--- src/rtl/cnn_win_addr_gen.sv ---
// Serpentine KxK window sweep: emits only the SRAM read addresses the window
// register array is missing, with slot index, bit-plane and padding flag.
module cnn_win_addr_gen #(
  parameter int KSIZE   = 3,
  parameter int COORD_W = 8,
  parameter int NPLANE  = 8,
  parameter int ADDR_W  = 11,
  parameter int SLOT_W  = $clog2(KSIZE*KSIZE),
  parameter int PLANE_W = (NPLANE > 1) ? $clog2(NPLANE) : 1
) (
  input  logic               SYS_CLK,
  input  logic               SYS_RST,
  input  logic               start,
  input  logic [COORD_W-1:0] cfg_pic_w,
  input  logic [COORD_W-1:0] cfg_pic_h,
  input  logic               cfg_pad,
  output logic               addr_valid,
  input  logic               addr_ready,
  output logic [ADDR_W-1:0]  addr_o,
  output logic [SLOT_W-1:0]  slot_o,
  output logic [PLANE_W-1:0] plane_o,
  output logic               pad_o,
  output logic               win_step,
  output logic               busy,
  output logic               done
);

  localparam int P   = (KSIZE - 1) / 2;
  localparam int SW  = COORD_W + 2;
  localparam int IW  = $clog2(2 * KSIZE);
  localparam int PSH = $clog2(NPLANE);
  localparam int LW  = 2 * COORD_W + ADDR_W;

  localparam logic [IW-1:0]        K_I     = IW'(KSIZE);
  localparam logic [IW-1:0]        KM1_I   = IW'(KSIZE - 1);
  localparam logic [SLOT_W-1:0]    K_S     = SLOT_W'(KSIZE);
  localparam logic [PLANE_W-1:0]   PL_LAST = PLANE_W'(NPLANE - 1);
  localparam logic signed [SW:0]   P_S     = (SW+1)'(P);
  localparam logic signed [SW:0]   KM1_S   = (SW+1)'(KSIZE - 1);

  typedef enum logic [2:0] {
    S_IDLE, S_FULL, S_RIGHT, S_LEFT, S_DOWN, S_DONE
  } state_t;

  state_t                r_state;
  logic [COORD_W-1:0]    r_w, r_h;
  logic [SW-1:0]         r_owm1, r_ohm1;
  logic signed [SW-1:0]  r_wx, r_wy;
  logic [SW-1:0]         r_wcol, r_wrow;
  logic [IW-1:0]         r_r, r_c, r_rb, r_cb;
  logic [PLANE_W-1:0]    r_plane;

  state_t                w_nx_state;
  logic [COORD_W-1:0]    w_nx_w, w_nx_h;
  logic [SW-1:0]         w_nx_owm1, w_nx_ohm1;
  logic signed [SW-1:0]  w_nx_wx, w_nx_wy;
  logic [SW-1:0]         w_nx_wcol, w_nx_wrow;
  logic [IW-1:0]         w_nx_r, w_nx_c, w_nx_rb, w_nx_cb;
  logic [PLANE_W-1:0]    w_nx_plane;
  logic                  w_nx_valid, w_nx_win, w_nx_busy, w_nx_done;

  logic                  w_fire, w_last, w_empty;
  logic                  w_go_right, w_go_left, w_go_down;
  logic signed [SW:0]    w_wext, w_hext, w_padamt, w_ow, w_oh, w_org;
  logic signed [SW-1:0]  w_x, w_y;
  logic                  w_oob;
  logic [LW-1:0]         w_lin;
  logic [ADDR_W-1:0]     w_addr;
  logic [IW-1:0]         w_sr, w_sc, w_rm, w_cm;
  logic [SLOT_W-1:0]     w_slot;

  always_comb begin
    w_fire   = addr_valid & addr_ready;
    w_wext   = $signed({{(SW+1-COORD_W){1'b0}}, cfg_pic_w});
    w_hext   = $signed({{(SW+1-COORD_W){1'b0}}, cfg_pic_h});
    w_padamt = cfg_pad ? P_S : '0;
    w_ow     = w_wext + w_padamt + w_padamt - KM1_S;
    w_oh     = w_hext + w_padamt + w_padamt - KM1_S;
    w_empty  = w_ow[SW] | (w_ow == '0) | w_oh[SW] | (w_oh == '0);
    w_org    = -w_padamt;

    w_go_right = !r_wrow[0] && (r_wcol != r_owm1);
    w_go_left  = r_wrow[0] && (r_wcol != '0);
    w_go_down  = !w_go_right && !w_go_left && (r_wrow != r_ohm1);

    w_last = 1'b0;
    case (r_state)
      S_FULL:  w_last = (r_r == KM1_I) && (r_c == KM1_I);
      S_DOWN:  w_last = (r_c == KM1_I);
      default: w_last = (r_r == KM1_I);
    endcase

    w_nx_state = r_state;
    w_nx_w     = r_w;
    w_nx_h     = r_h;
    w_nx_owm1  = r_owm1;
    w_nx_ohm1  = r_ohm1;
    w_nx_wx    = r_wx;
    w_nx_wy    = r_wy;
    w_nx_wcol  = r_wcol;
    w_nx_wrow  = r_wrow;
    w_nx_r     = r_r;
    w_nx_c     = r_c;
    w_nx_rb    = r_rb;
    w_nx_cb    = r_cb;
    w_nx_plane = r_plane;
    w_nx_valid = addr_valid;
    w_nx_win   = 1'b0;
    w_nx_busy  = busy;
    w_nx_done  = 1'b0;

    case (r_state)
      S_IDLE: begin
        if (start) begin
          w_nx_w     = cfg_pic_w;
          w_nx_h     = cfg_pic_h;
          w_nx_owm1  = w_ow[SW-1:0] - 1'b1;
          w_nx_ohm1  = w_oh[SW-1:0] - 1'b1;
          w_nx_wx    = w_org[SW-1:0];
          w_nx_wy    = w_org[SW-1:0];
          w_nx_wcol  = '0;
          w_nx_wrow  = '0;
          w_nx_r     = '0;
          w_nx_c     = '0;
          w_nx_rb    = '0;
          w_nx_cb    = '0;
          w_nx_plane = '0;
          w_nx_busy  = 1'b1;
          w_nx_state = w_empty ? S_DONE : S_FULL;
          w_nx_valid = !w_empty;
        end
      end
      S_FULL, S_RIGHT, S_LEFT, S_DOWN: begin
        if (w_fire) begin
          if (!w_last) begin
            if (r_state == S_FULL) begin
              if (r_c == KM1_I) begin
                w_nx_c = '0;
                w_nx_r = r_r + 1'b1;
              end else begin
                w_nx_c = r_c + 1'b1;
              end
            end else if (r_state == S_DOWN) begin
              w_nx_c = r_c + 1'b1;
            end else begin
              w_nx_r = r_r + 1'b1;
            end
          end else if (r_plane != PL_LAST) begin
            w_nx_plane = r_plane + 1'b1;
            if (r_state != S_DOWN) w_nx_r = '0;
            if (r_state != S_RIGHT && r_state != S_LEFT) w_nx_c = '0;
          end else begin
            w_nx_win   = 1'b1;
            w_nx_plane = '0;
            w_nx_r     = '0;
            w_nx_c     = '0;
            unique case (1'b1)
              w_go_right: begin
                w_nx_state = S_RIGHT;
                w_nx_wx    = r_wx + 1'b1;
                w_nx_wcol  = r_wcol + 1'b1;
                w_nx_cb    = (r_cb == KM1_I) ? '0 : r_cb + 1'b1;
                w_nx_c     = KM1_I;
              end
              w_go_left: begin
                w_nx_state = S_LEFT;
                w_nx_wx    = r_wx - 1'b1;
                w_nx_wcol  = r_wcol - 1'b1;
                w_nx_cb    = (r_cb == '0) ? KM1_I : r_cb - 1'b1;
              end
              w_go_down: begin
                w_nx_state = S_DOWN;
                w_nx_wy    = r_wy + 1'b1;
                w_nx_wrow  = r_wrow + 1'b1;
                w_nx_rb    = (r_rb == KM1_I) ? '0 : r_rb + 1'b1;
                w_nx_r     = KM1_I;
              end
              default: begin
                w_nx_state = S_DONE;
                w_nx_valid = 1'b0;
              end
            endcase
          end
        end
      end
      S_DONE: begin
        w_nx_state = S_IDLE;
        w_nx_busy  = 1'b0;
        w_nx_done  = 1'b1;
      end
      default: w_nx_state = S_IDLE;
    endcase

    // Element of the next presented address, decoded ahead of the register.
    w_x   = w_nx_wx + $signed({{(SW-IW){1'b0}}, w_nx_c});
    w_y   = w_nx_wy + $signed({{(SW-IW){1'b0}}, w_nx_r});
    w_oob = w_x[SW-1] | w_y[SW-1]
          | (w_x >= $signed({2'b00, w_nx_w}))
          | (w_y >= $signed({2'b00, w_nx_h}));
    w_lin  = LW'(w_y[COORD_W-1:0]) * LW'(w_nx_w)
           + LW'(w_x[COORD_W-1:0]);
    w_addr = ADDR_W'(w_lin << PSH) | ADDR_W'(w_nx_plane);
    w_sr   = w_nx_r + w_nx_rb;
    w_sc   = w_nx_c + w_nx_cb;
    w_rm   = (w_sr >= K_I) ? w_sr - K_I : w_sr;
    w_cm   = (w_sc >= K_I) ? w_sc - K_I : w_sc;
    w_slot = SLOT_W'(w_rm) * K_S + SLOT_W'(w_cm);
  end

  always_ff @(posedge SYS_CLK or posedge SYS_RST) begin
    if (SYS_RST) begin
      r_state    <= S_IDLE;
      r_w        <= '0;
      r_h        <= '0;
      r_owm1     <= '0;
      r_ohm1     <= '0;
      r_wx       <= '0;
      r_wy       <= '0;
      r_wcol     <= '0;
      r_wrow     <= '0;
      r_r        <= '0;
      r_c        <= '0;
      r_rb       <= '0;
      r_cb       <= '0;
      r_plane    <= '0;
      addr_valid <= 1'b0;
      addr_o     <= '0;
      slot_o     <= '0;
      plane_o    <= '0;
      pad_o      <= 1'b0;
      win_step   <= 1'b0;
      busy       <= 1'b0;
      done       <= 1'b0;
    end else begin
      r_state    <= w_nx_state;
      r_w        <= w_nx_w;
      r_h        <= w_nx_h;
      r_owm1     <= w_nx_owm1;
      r_ohm1     <= w_nx_ohm1;
      r_wx       <= w_nx_wx;
      r_wy       <= w_nx_wy;
      r_wcol     <= w_nx_wcol;
      r_wrow     <= w_nx_wrow;
      r_r        <= w_nx_r;
      r_c        <= w_nx_c;
      r_rb       <= w_nx_rb;
      r_cb       <= w_nx_cb;
      r_plane    <= w_nx_plane;
      addr_valid <= w_nx_valid;
      addr_o     <= (w_nx_valid && !w_oob) ? w_addr : '0;
      slot_o     <= w_nx_valid ? w_slot : '0;
      plane_o    <= w_nx_valid ? w_nx_plane : '0;
      pad_o      <= w_nx_valid & w_oob;
      win_step   <= w_nx_win;
      busy       <= w_nx_busy;
      done       <= w_nx_done;
    end
  end

endmodule

--- config.mk ---
export PLATFORM = sky130hd
export DESIGN_NAME = cnn_win_addr_gen
export DESIGN_NICKNAME = d
export VERILOG_FILES = /design/src/rtl/cnn_win_addr_gen.sv
export SDC_FILE = /design/constraint.sdc
export NUM_CORES = 1
export LEC_CHECK = 0
export CORE_UTILIZATION = 67
export DETAILED_ROUTE_END_ITERATION = 10
export GPL_ROUTABILITY_DRIVEN = 1
export GPL_TIMING_DRIVEN = 0
export PLACE_DENSITY_LB_ADDON = 0.15
export SYNTH_ARGS = -nofsm -noshare
export SYNTH_HDL_FRONTEND = slang
export SYNTH_SLANG_ARGS = --single-unit
--- constraint.sdc ---
create_clock -name SYS_CLK -period 16.2 [get_ports SYS_CLK]
set_input_delay 3.24 -clock SYS_CLK [delete_from_list [all_inputs] [get_ports SYS_CLK]]
set_output_delay 3.24 -clock SYS_CLK [all_outputs]
set_load 0.005 [all_outputs]
==> tab_implementation.tex <==
\begin{tabular}{lr}
\hline
Metric & Value \\
\hline
\multicolumn{2}{l}{\textbf{Status}} \\
Outcome & completed \\
\multicolumn{2}{l}{\textbf{Floorplan}} \\
Total number of placement rows & 43 \\
Overall die width & approximately 120 um \\
Die Outline Area & between 0.01 and 0.015 mm\^{}2 \\
Placeable core area & between 0.01 and 0.015 mm\^{}2 \\
Height of the die & 121.7 um \\
I/O pin count & 44 \\
Initial core utilization & 0.6894 \\
\multicolumn{2}{l}{\textbf{STA}} \\
Max-slew headroom at the worst pin & 0.2018 \\
Hold Fails Final Rpt & 0 \\
Final setup margin & between 5 and 6 ns \\
Max Freq & about 0.09 GHz \\
Worst clock skew & 0.008832 ns \\
Time the final worst path needs with I/O delays and setup & 11.05 ns \\
Worst-margin pin slew & 1.181 ns \\
Unrepaired setup endpoints after global routing & no \\
Number of setup violations in the final report & 0 \\
Final clock period utilization by the worst path & 0.6821 \\
Number of max-slew violations in the final report & 0 \\
Setup total negative slack & 0 ns \\
\multicolumn{2}{l}{\textbf{Yosys}} \\
Synth top area cells & dfrtp\_1 30\%, ha\_1 13\%, fa\_1 5.8\% \\
Number of instances in the synthesized netlist & $\sim$1100 \\
Mapped Area & between 0.009 and 0.01 mm\^{}2 \\
Part of the Yosys area used for sequential elements & 0.3048 \\
Avg Inst Size Synth & 8.895 um\^{}2 \\
Top\_reg\_cell synth & dfrtp\_1 \\
Most frequent cell after synthesis & dfrtp\_1 \\
Top cell type by total area after synthesis & dfrtp\_1 \\
Share of synthesized flip-flops with an asynchronous set or reset & 1.000 \\
Post-synthesis net count & roughly 1200 \\
Seq cells post-synth & roughly 120 \\
Number of flops mapped to enable cells by yosys & 0 \\
Synth cell count leaders & 117 x dfrtp\_1, 111 x nand2\_1, 103 x inv\_1 \\
Synth warn & 0 \\
Top cell type's share of synthesized area & 0.3048 \\
Cell variety after synth & 78 \\
\multicolumn{2}{l}{\textbf{Power}} \\
Power density over cell area & $\sim$65 mW/mm\^{}2 \\
LEAKAGE & 0.005223 uW \\
Worst-case vdd ir drop & about 0.00008 V \\
\multicolumn{2}{l}{\textbf{Setup path}} \\
Nature of the critical path startpoint & primary input \\
Family with the most delay on the worst path & adder cells \\
Crit Path Max Fanout & 10 \\
Element type at the critical path end & flip-flop \\
Depth of the worst register-to-register path & 31 \\
Maximum cell stage delay along the critical path & roughly 0.56 ns \\
Data required time of the worst path & between 15 and 20 ns \\
Cell type of the slowest stage on the worst timing path & clkdlybuf4s50\_1 \\
Buffers \& Inverters on Critical Path & 8 \\
Total number of cells along the worst setup path & 30 \\
Start-to-end type of the worst setup path & in2reg \\
Data arrival, critical path & about 11 ns \\
\multicolumn{2}{l}{\textbf{Global routing}} \\
Maximum number of pins on one net before global-route repair & 75 \\
Remaining global-route overflow & 0 \\
Antenna violations before repair & 0 \\
Aggregate global-route resource usage & 0.3540 \\
Vias in the first global route & between 8000 and 9000 \\
Global-route wire length before repair & 40030 um \\
\multicolumn{2}{l}{\textbf{Clocking}} \\
TritonCTS clock tree & built \\
Depth of the CTS H-tree & 4 \\
Number of buffers created by CTS & 17 \\
Clock tree sinks & between 100 and 150 \\
Cts hold-fix bufs & 0 \\
CTS clock-pin slew for the worst setup and hold paths & roughly 0.060 ns \\
Post CTS Setup Buffer Count & 0 \\
Worst skew pair latency & 0.43 ns \\
CTS-repair resized insts & 0 \\
Clk Tree Root Cell & clkbuf\_16 \\
Clock Tree Buf Depth & 2 \\
\multicolumn{2}{l}{\textbf{Route}} \\
Vias & just over 8000 \\
Final ANT Viol Nets & 0 \\
Average via count per standard cell & 6.085 \\
First-pass detailed-route iteration total & 5 \\
DRC Markers & 0 \\
Number of DRC markers after the initial detailed-route iteration & $\sim$720 \\
Wire length per cell after detailed routing & approximately 18 um \\
DRT Wirelength & between 20000 and 25000 um \\
\multicolumn{2}{l}{\textbf{Final layout}} \\
Final-layout fill cell count & around 970 \\
Area growth from synthesis to final layout & 12.89\% \\
Fin area & around 0.011 mm\^{}2 \\
Layout cells sized above 1 & 0.05450 \\
\# diodes & 0 \\
Number of nets in the final layout & 1288 \\
\multicolumn{2}{l}{\textbf{Place}} \\
Placed wire-length estimate & about 18000 um \\
Placer's final routability congestion estimate & roughly 0.94 \\
Place WS & $\sim$4.8 ns \\
Post-detailed-placement cell area & approximately 0.010 mm\^{}2 \\
Count of port buffers added during placement & 43 \\
\multicolumn{2}{l}{\textbf{Flow run}} \\
Max Cap Viol & 0 \\
\multicolumn{2}{l}{\textbf{Min path}} \\
Hold Path Stages & 2 \\
Class of the tightest hold or removal check & reg2reg \\
\hline
\end{tabular}
-- layer usage --
layer / vias up / share of wire / global-route usage / wire length, um
met5: - / 0 / 0 / 0
met4: 0 / 0.035 / 0.1620 / 855
met3: 63 / 0.069 / 0.07210 / 1656
met2: 317 / 0.47 / 0.5590 / 11320
met1: 3898 / 0.43 / 0.4684 / 10320
li1: 3852 / - / - / -
-- state kept, by name, summed over array words and instances (netlist names), 4 cells and up --
signal	cells
addr_o	11
r_h	8
r_ohm1	10
r_owm1	10
r_w	8
r_wcol	10
r_wrow	10
r_wx	10
r_wy	10
slot_o	4
-- layout by cell type (no fill, tap or decap), types with 6 or more instances in the layout --
cell type,netlist,routed
nand2_1,111,111
nand2b_1,11,11
a211oi_1,6,6
xnor2_1,60,60
dfrtp_1,117,117
or3_1,7,7
fa_1,28,28
o21ai_0,69,69
o21a_1,9,9
nand3_1,23,23
o21bai_1,11,11
nor3b_1,6,6
o211ai_1,7,7
inv_1,103,102
mux2i_1,23,23
a21o_1,17,17
xor2_1,29,29
a31oi_1,8,8
nor3_1,15,15
clkbuf_16,0,17
clkdlybuf4s50_1,0,43
ha_1,96,96
nor2b_1,17,17
and3_1,7,7
nor4_1,9,9
nand4_1,9,9
nor2_1,90,90
a21oi_1,58,58
and2_1,15,15
clkbuf_1,24,24
-- worst reg2reg max path: cells and delay by family (launching register included) --
family,cells,cell delay (ns)
fa+ha+maj,7,2.97
xor+xnor,6,1.66
compound gates,5,1.56
buf+inv,9,1.54
simple gates,4,0.77
flops,1,0.40
-- logic make-up (layout without fill, tap and decap cells) --
kind of cell,count (synthesis),count (layout),synth area share
flops,117,117,0.3048
fa+ha+maj,125,125,0.1844
mux,28,28,0.02982
compound gates,236,236,0.1589
xor+xnor,94,94,0.09234
simple gates,345,345,0.1756
buf+inv,135,211,0.05418
-- through the flow --
stage,power (uW),util,hold WS (ns),cells
floorplan,341.1,-,0.4529,1080
global placement,358.1,0.7365,0.4730,1303
detailed placement,360.7,0.7388,0.4714,1304
CTS,710.3,0.7783,0.4863,1336
global route,732.9,0.7783,0.5180,1336
finish,709.5,0.7783,0.4903,1336
-- power by group --
| part | internal, uW | switching (uW) |
|---|---|---|
| registers | 293 | 0.771 |
| logic | 25.8 | 37.0 |
| clock network | 198 | 155 |
| total | 517 | 192 |
-- final cells by class --
cell class	count	area [um^2]	area share
Clock inverter	15	125.1	0.01154
Tap cell	180	225.2	0.02077
Clock buffer	17	425.4	0.03922
Multi-Input combinational cell	828	6158	0.5678
Inverter	103	391.6	0.03611
Buffer	32	133.9	0.01234
Timing Repair Buffer	44	457.9	0.04222
Sequential cell	117	2928	0.2700
-- worst paths after layout --
kind,start,endpoint,slack (ns)
hold / removal,r_h[1],r_h[1],0.49
setup / recovery,start,addr_o[10],5.15
setup reg to reg,r_state[2],addr_o[10],7.22
min in group asynchronous,SYS_RST,r_h[4],3.18
hold reg to reg,r_h[1],r_h[1],0.49
max in group asynchronous,SYS_RST,r_c[2],12.32
No activity file was read; power rests on OpenSTA's default activity.
